## config.mk

```make
export PLATFORM = sky130hd
export DESIGN_NAME = image_blitter
export DESIGN_NICKNAME = d
export VERILOG_FILES = /design/src/rtl/image_blitter.sv
export SDC_FILE = /design/constraint.sdc
export NUM_CORES = 1
export LEC_CHECK = 0
export BUFFER_PORTS_ARGS = -buffer_cell sky130_fd_sc_hd__buf_2
export CAP_MARGIN = 20
export CORE_MARGIN = 1
export CORE_UTILIZATION = 30
export DETAILED_ROUTE_END_ITERATION = 6
export PLACE_DENSITY = 0.51
export SYNTH_ARGS = -nofsm -noshare
export SYNTH_HDL_FRONTEND = slang
export SYNTH_SLANG_ARGS = --single-unit
```

## constraint.sdc

```tcl
create_clock -name clock -period 5.95 [get_ports clock]
set_input_delay 0.2975 -clock clock [delete_from_list [all_inputs] [get_ports clock]]
set_output_delay 0.2975 -clock clock [all_outputs]
set_load 0.01 [all_outputs]
```

## src/rtl/image_blitter.sv

```systemverilog
// image_blitter: streams a W x H rectangle from a synchronous ROM into
// the vga_adapter plot port, with screen-edge clipping and colour keying.
module image_blitter #(
  parameter int SCREEN_W    = 160,
  parameter int SCREEN_H    = 120,
  parameter int COLOUR_W    = 12,
  parameter int ADDR_W      = 15,
  parameter int ROM_LATENCY = 1
) (
  input  logic                clock,
  input  logic                reset,
  input  logic                start,
  input  logic [7:0]          x0,
  input  logic [7:0]          y0,
  input  logic [7:0]          width,
  input  logic [7:0]          height,
  input  logic [ADDR_W-1:0]   base_addr,
  input  logic                key_en,
  input  logic [COLOUR_W-1:0] key_colour,
  output logic [ADDR_W-1:0]   rom_addr,
  input  logic [COLOUR_W-1:0] rom_q,
  output logic [7:0]          x,
  output logic [7:0]          y,
  output logic [COLOUR_W-1:0] colour,
  output logic                plot,
  output logic                busy,
  output logic                done
);
  localparam int L = ROM_LATENCY;
  localparam logic [1:0] DRAIN_LAST = 2'(L);
  localparam logic [8:0] MAX_X = 9'(SCREEN_W);
  localparam logic [8:0] MAX_Y = 9'(SCREEN_H);

  typedef enum logic [1:0] {
    IDLE, FETCH, DRAIN, FINISH
  } state_t;

  state_t                state_q;
  logic [7:0]            x0_q, y0_q;
  logic [7:0]            w_q, h_q;
  logic [7:0]            col_q, row_q;
  logic [ADDR_W-1:0]     addr_q;
  logic                  key_en_q;
  logic [COLOUR_W-1:0]   key_q;
  logic                  iss_v_q;
  logic                  busy_q, done_q;
  logic [1:0]            drain_q;
  logic                  last_pix;

  assign last_pix = (col_q == w_q - 8'd1) &&
                    (row_q == h_q - 8'd1);

  always_ff @(posedge clock or posedge reset) begin
    if (reset) begin
      state_q  <= IDLE;
      x0_q     <= '0;
      y0_q     <= '0;
      w_q      <= '0;
      h_q      <= '0;
      col_q    <= '0;
      row_q    <= '0;
      addr_q   <= '0;
      key_en_q <= 1'b0;
      key_q    <= '0;
      iss_v_q  <= 1'b0;
      busy_q   <= 1'b0;
      done_q   <= 1'b0;
      drain_q  <= '0;
    end else begin
      done_q  <= 1'b0;
      iss_v_q <= 1'b0;
      unique case (state_q)
        IDLE: if (start) begin
          x0_q     <= x0;
          y0_q     <= y0;
          w_q      <= width;
          h_q      <= height;
          key_en_q <= key_en;
          key_q    <= key_colour;
          col_q    <= '0;
          row_q    <= '0;
          if (width == 8'd0 || height == 8'd0) begin
            state_q <= FINISH;
            done_q  <= 1'b1;
          end else begin
            state_q <= FETCH;
            busy_q  <= 1'b1;
            iss_v_q <= 1'b1;
            addr_q  <= base_addr;
          end
        end
        FETCH: if (last_pix) begin
          state_q <= DRAIN;
          drain_q <= '0;
        end else begin
          iss_v_q <= 1'b1;
          addr_q  <= addr_q + ADDR_W'(1);
          if (col_q == w_q - 8'd1) begin
            col_q <= '0;
            row_q <= row_q + 8'd1;
          end else begin
            col_q <= col_q + 8'd1;
          end
        end
        // covers the ROM delay line plus the output register
        DRAIN: if (drain_q == DRAIN_LAST) begin
          state_q <= FINISH;
          busy_q  <= 1'b0;
          done_q  <= 1'b1;
        end else begin
          drain_q <= drain_q + 2'd1;
        end
        FINISH: state_q <= IDLE;
        default: state_q <= IDLE;
      endcase
    end
  end

  logic [L-1:0][7:0] dl_col_q, dl_col_d;
  logic [L-1:0][7:0] dl_row_q, dl_row_d;
  logic [L-1:0]      dl_v_q, dl_v_d;

  always_comb begin
    dl_col_d    = dl_col_q;
    dl_row_d    = dl_row_q;
    dl_v_d      = dl_v_q;
    dl_col_d[0] = col_q;
    dl_row_d[0] = row_q;
    dl_v_d[0]   = iss_v_q;
    for (int i = 1; i < L; i++) begin
      dl_col_d[i] = dl_col_q[i-1];
      dl_row_d[i] = dl_row_q[i-1];
      dl_v_d[i]   = dl_v_q[i-1];
    end
  end

  logic [8:0]          x9, y9;
  logic [7:0]          x_q, x_d, y_q, y_d;
  logic [COLOUR_W-1:0] colour_q, colour_d;
  logic                plot_q, plot_d;

  assign x9 = {1'b0, x0_q} + {1'b0, dl_col_q[L-1]};
  assign y9 = {1'b0, y0_q} + {1'b0, dl_row_q[L-1]};

  always_comb begin
    x_d      = x_q;
    y_d      = y_q;
    colour_d = colour_q;
    plot_d   = 1'b0;
    if (dl_v_q[L-1]) begin
      x_d      = x9[7:0];
      y_d      = y9[7:0];
      colour_d = rom_q;
      plot_d   = (x9 < MAX_X) && (y9 < MAX_Y) &&
                 !(key_en_q && (rom_q == key_q));
    end
  end

  always_ff @(posedge clock or posedge reset) begin
    if (reset) begin
      dl_col_q <= '0;
      dl_row_q <= '0;
      dl_v_q   <= '0;
      x_q      <= '0;
      y_q      <= '0;
      colour_q <= '0;
      plot_q   <= 1'b0;
    end else begin
      dl_col_q <= dl_col_d;
      dl_row_q <= dl_row_d;
      dl_v_q   <= dl_v_d;
      x_q      <= x_d;
      y_q      <= y_d;
      colour_q <= colour_d;
      plot_q   <= plot_d;
    end
  end

  assign rom_addr = addr_q;
  assign x        = x_q;
  assign y        = y_q;
  assign colour   = colour_q;
  assign plot     = plot_q;
  assign busy     = busy_q;
  assign done     = done_q;
endmodule

```

==> impl_results.md <==
- Achievable frequency: about 300 MHz
- Slew HR: a little under half
- Synth Warn #: 0
- Slowest stage delay, CP: 0.74 ns
- Routed vias: between 5000 and 6000
- Final Core Density: 37.6%
- Avg Cell Area, Syn: 11.4 um^2
- DR WL met3: ~730 um
- Worst Skew: 0.0102 ns
- CTS tree: done
- Antenna cell count: 0
- Initial DRC Count: 199
- CTS root buf: clkbuf_16
- Fin cells: 1011
- Tmin final: approximately 3.3 ns
- Inserted Clock Buffers: 17
- Period utilization: 56.1%
- Count leader, synth: dfrtp_1
- Routed WL: 16.1 mm
- Worst setup EP type: register
- Number of global-route vias before repair: around 5300
- NumNets Final: 820
- Arr. time, crit path: 3.67 ns
- EDFF count, synth: 0
- CTS Buffer Depth: 2
- Die X: 152 um
- First-pass GRT wire length: 26.8 mm
- Via density: roughly 5.0
- Worst vdd ir: 0.150 mV
- Highest routed layer: met4
- Count of final setup violators: 0
- Core Region: ~0.022 mm^2
- Unrepaired setup endpoints after global routing: no
- Yosys cell types: 69
- HPWL after DPL: 11.6 mm
- Placed Cells: 977
- Chip Height: 152 um
- GP Congestion: 0.829
- # fillers: 2116
- Critical path class: register to register
- Row count: between 50 and 60
- Most common library cells after synthesis: dfrtp_1, mux2_2, o21ai_0
- Worst hold path type: input port to register
- IO Port Bufs: 120
- Tot GR Track Use: between 10% and 20%
- Final slew viol count: 0
- Post-DRT Antenna Nets: 0
- Max-Cap Viols: 0
- Top-area cell type share of the netlist area: between 40% and 50%
- Lkg Pwr: 4.01 nW
- Cell taking the most area after synthesis: dfrtp_1
- Sequential share of the synthesized area: 47.8%
- Met1 Wirelength: 7.36 mm
- Async set-reset flop share out of synthesis: 100%
- Tightest Pin Transition: slightly above 0.8 ns
- Synth Cell Area: 0.00676 mm^2
- Antenna violations before repair: 0
- Syn Inst Count: 594
- Die Area: between 0.02 and 0.025 mm^2
- Crit path max fanout: 22
- Worst setup margin: 2.61 ns
- CTS clk-pin slew, worst paths: 0.06 ns
- Pre-CTS WS: 2.60 ns
- Top post-synthesis cells by area: dfrtp_1, mux2_2, ha_1, xnor2_1, o21ai_0
- Routed wl met2: 7.72 mm
- Critical Path RT: 6.28 ns
- Register bit total from synthesis: 129
- Final Hold Viols: 0
- Post-Syn Nets: between 600 and 700
- Reg area: 0.00323 mm^2
- Drt drc: 25
- Final TNS setup: 0 ns
- Dominant synthesized flop cell: dfrtp_1
- Grt ovf: 0
- H-Tree Depth: 4
- Pwr dens: 236 mW/mm^2
- Status: finished, violations left
- Failing checks: design-rule violations
- Post-CTS Resized: 0
- Largest net degree at the start of global routing: 80
- Clk_lat worst skew: 0.42 ns
- Area of the multi-input gates: 0.00334 mm^2
- Per-cell routed wire length: 16.0 um
- CP startpoint kind: register
- CP max stage cell: o31ai_4
- Layout cells sized above 1: a little over a third
- Clk sinks: 129
- # IOs: 121
- Worst-path cell chain: or4_4 -> or4_1 -> o311ai_2 -> o221ai_2 -> o31ai_4 -> nor2_2 -> a2bb2oi_1
- Initial Util: 30.8%
- DRT Pass-1 Iters: 6
- Syn-to-layout area delta: 22.2%
where the power goes:
part | total, mW | switching (mW) | internal (mW)
clock network | 1.00 | 0.410 | 0.594
registers | 0.883 | 0.00191 | 0.882
logic | 0.0646 | 0.0359 | 0.0287
total | 1.95 | 0.448 | 1.50
metal layers:
layer / GRT usage [%] / vias to the layer above
li1: - / 2425
met1: 18.4 / 2486
met2: 23.4 / 154
met3: 3.37 / 22
met4: 5.78 / 0
met5: 0 / -
stage by stage:
step           cell area, um^2  power [mW]  hold WS, ns
2_1_floorplan             6760       0.923        0.331
3_3_place_gp              7640       0.962        0.333
3_5_place_dp              7640       0.964        0.344
4_1_cts                   8220        1.98       0.0921
5_1_grt                   8250        2.02       0.0953
6_report                  8250        1.95        0.107
worst paths after layout:
| kind | startpoint | endpoint | slack, ns | cells past startpoint |
|---|---|---|---|---|
| max | w_q[0] | rom_addr[13] | 2.61 | 7 |
| min | key_colour[6] | key_q[6] | 0.11 | 2 |
| max reg2reg | w_q[0] | rom_addr[13] | 2.61 | 7 |
| min reg2reg | dl_v_d | dl_v_q | 0.36 | 0 |
| max in group asynchronous | reset | col_q[0] | 4.25 | 5 |
| min in group asynchronous | reset | y[0] | 0.51 | 3 |
sequential cells by signal, summed over array words and instances, names as in the netlist, 8 cells and up:
| signal | count |
|---|---|
| h_q | 8 |
| dl_row_q | 8 |
| colour | 12 |
| rom_addr | 15 |
| x | 8 |
| x0_q | 8 |
| y0_q | 8 |
| w_q | 8 |
| col_q | 8 |
| dl_col_q | 8 |
| key_q | 12 |
| dl_row_d | 8 |
| y | 8 |
cell type report:
class                      instances  area share [%]
clock buffer                      19            5.37
clock inverter                    13            1.53
inverter                          24            1.12
multi-input combinational        419            40.4
sequential                       129            39.1
tap                              280            4.25
timing repair buffer             127            8.19
worst max-delay path, delay by kind of cell (launching register included):
family	cells	cell delay, ns
simple gates	3	1.45
flops	1	0.43
compound gates	4	1.38
cell families after synthesis:
family                   share of synthesized area (%)
AND/OR/NAND/NOR                                   12.5
flip-flops                                        47.8
AO/OA/AOI/OAI                                     13.6
multiplexers                                      12.7
buffers and inverters                             2.87
XOR/XNOR                                          5.32
adder cells (fa/ha/maj)                           5.22
cell usage in the layout (no fill, tap or decap), drive strengths merged, types with 4 or more instances in the layout:
cell type  instances
or4                7
a211oi             4
nor2b              4
nor4              11
nor3               9
a21o               5
a21oi             22
mux2i              9
xnor2             26
buf              126
clkbuf            19
a2bb2oi           11
and3              12
mux2              68
dfrtp            129
o22ai              9
xor2              15
a31oi              6
inv               29
nor2              21
ha                25
o21ai             37
o31ai              6
nand4              7
nand3             26
clkinv             5
nand2             28
or3                5
o21bai             5
repair_timing:
action,CTS,global route
hold endpoints to repair,50,0
hold buffers,1,0
buffers inserted,0,0
Power figures use the tool's default switching activity.
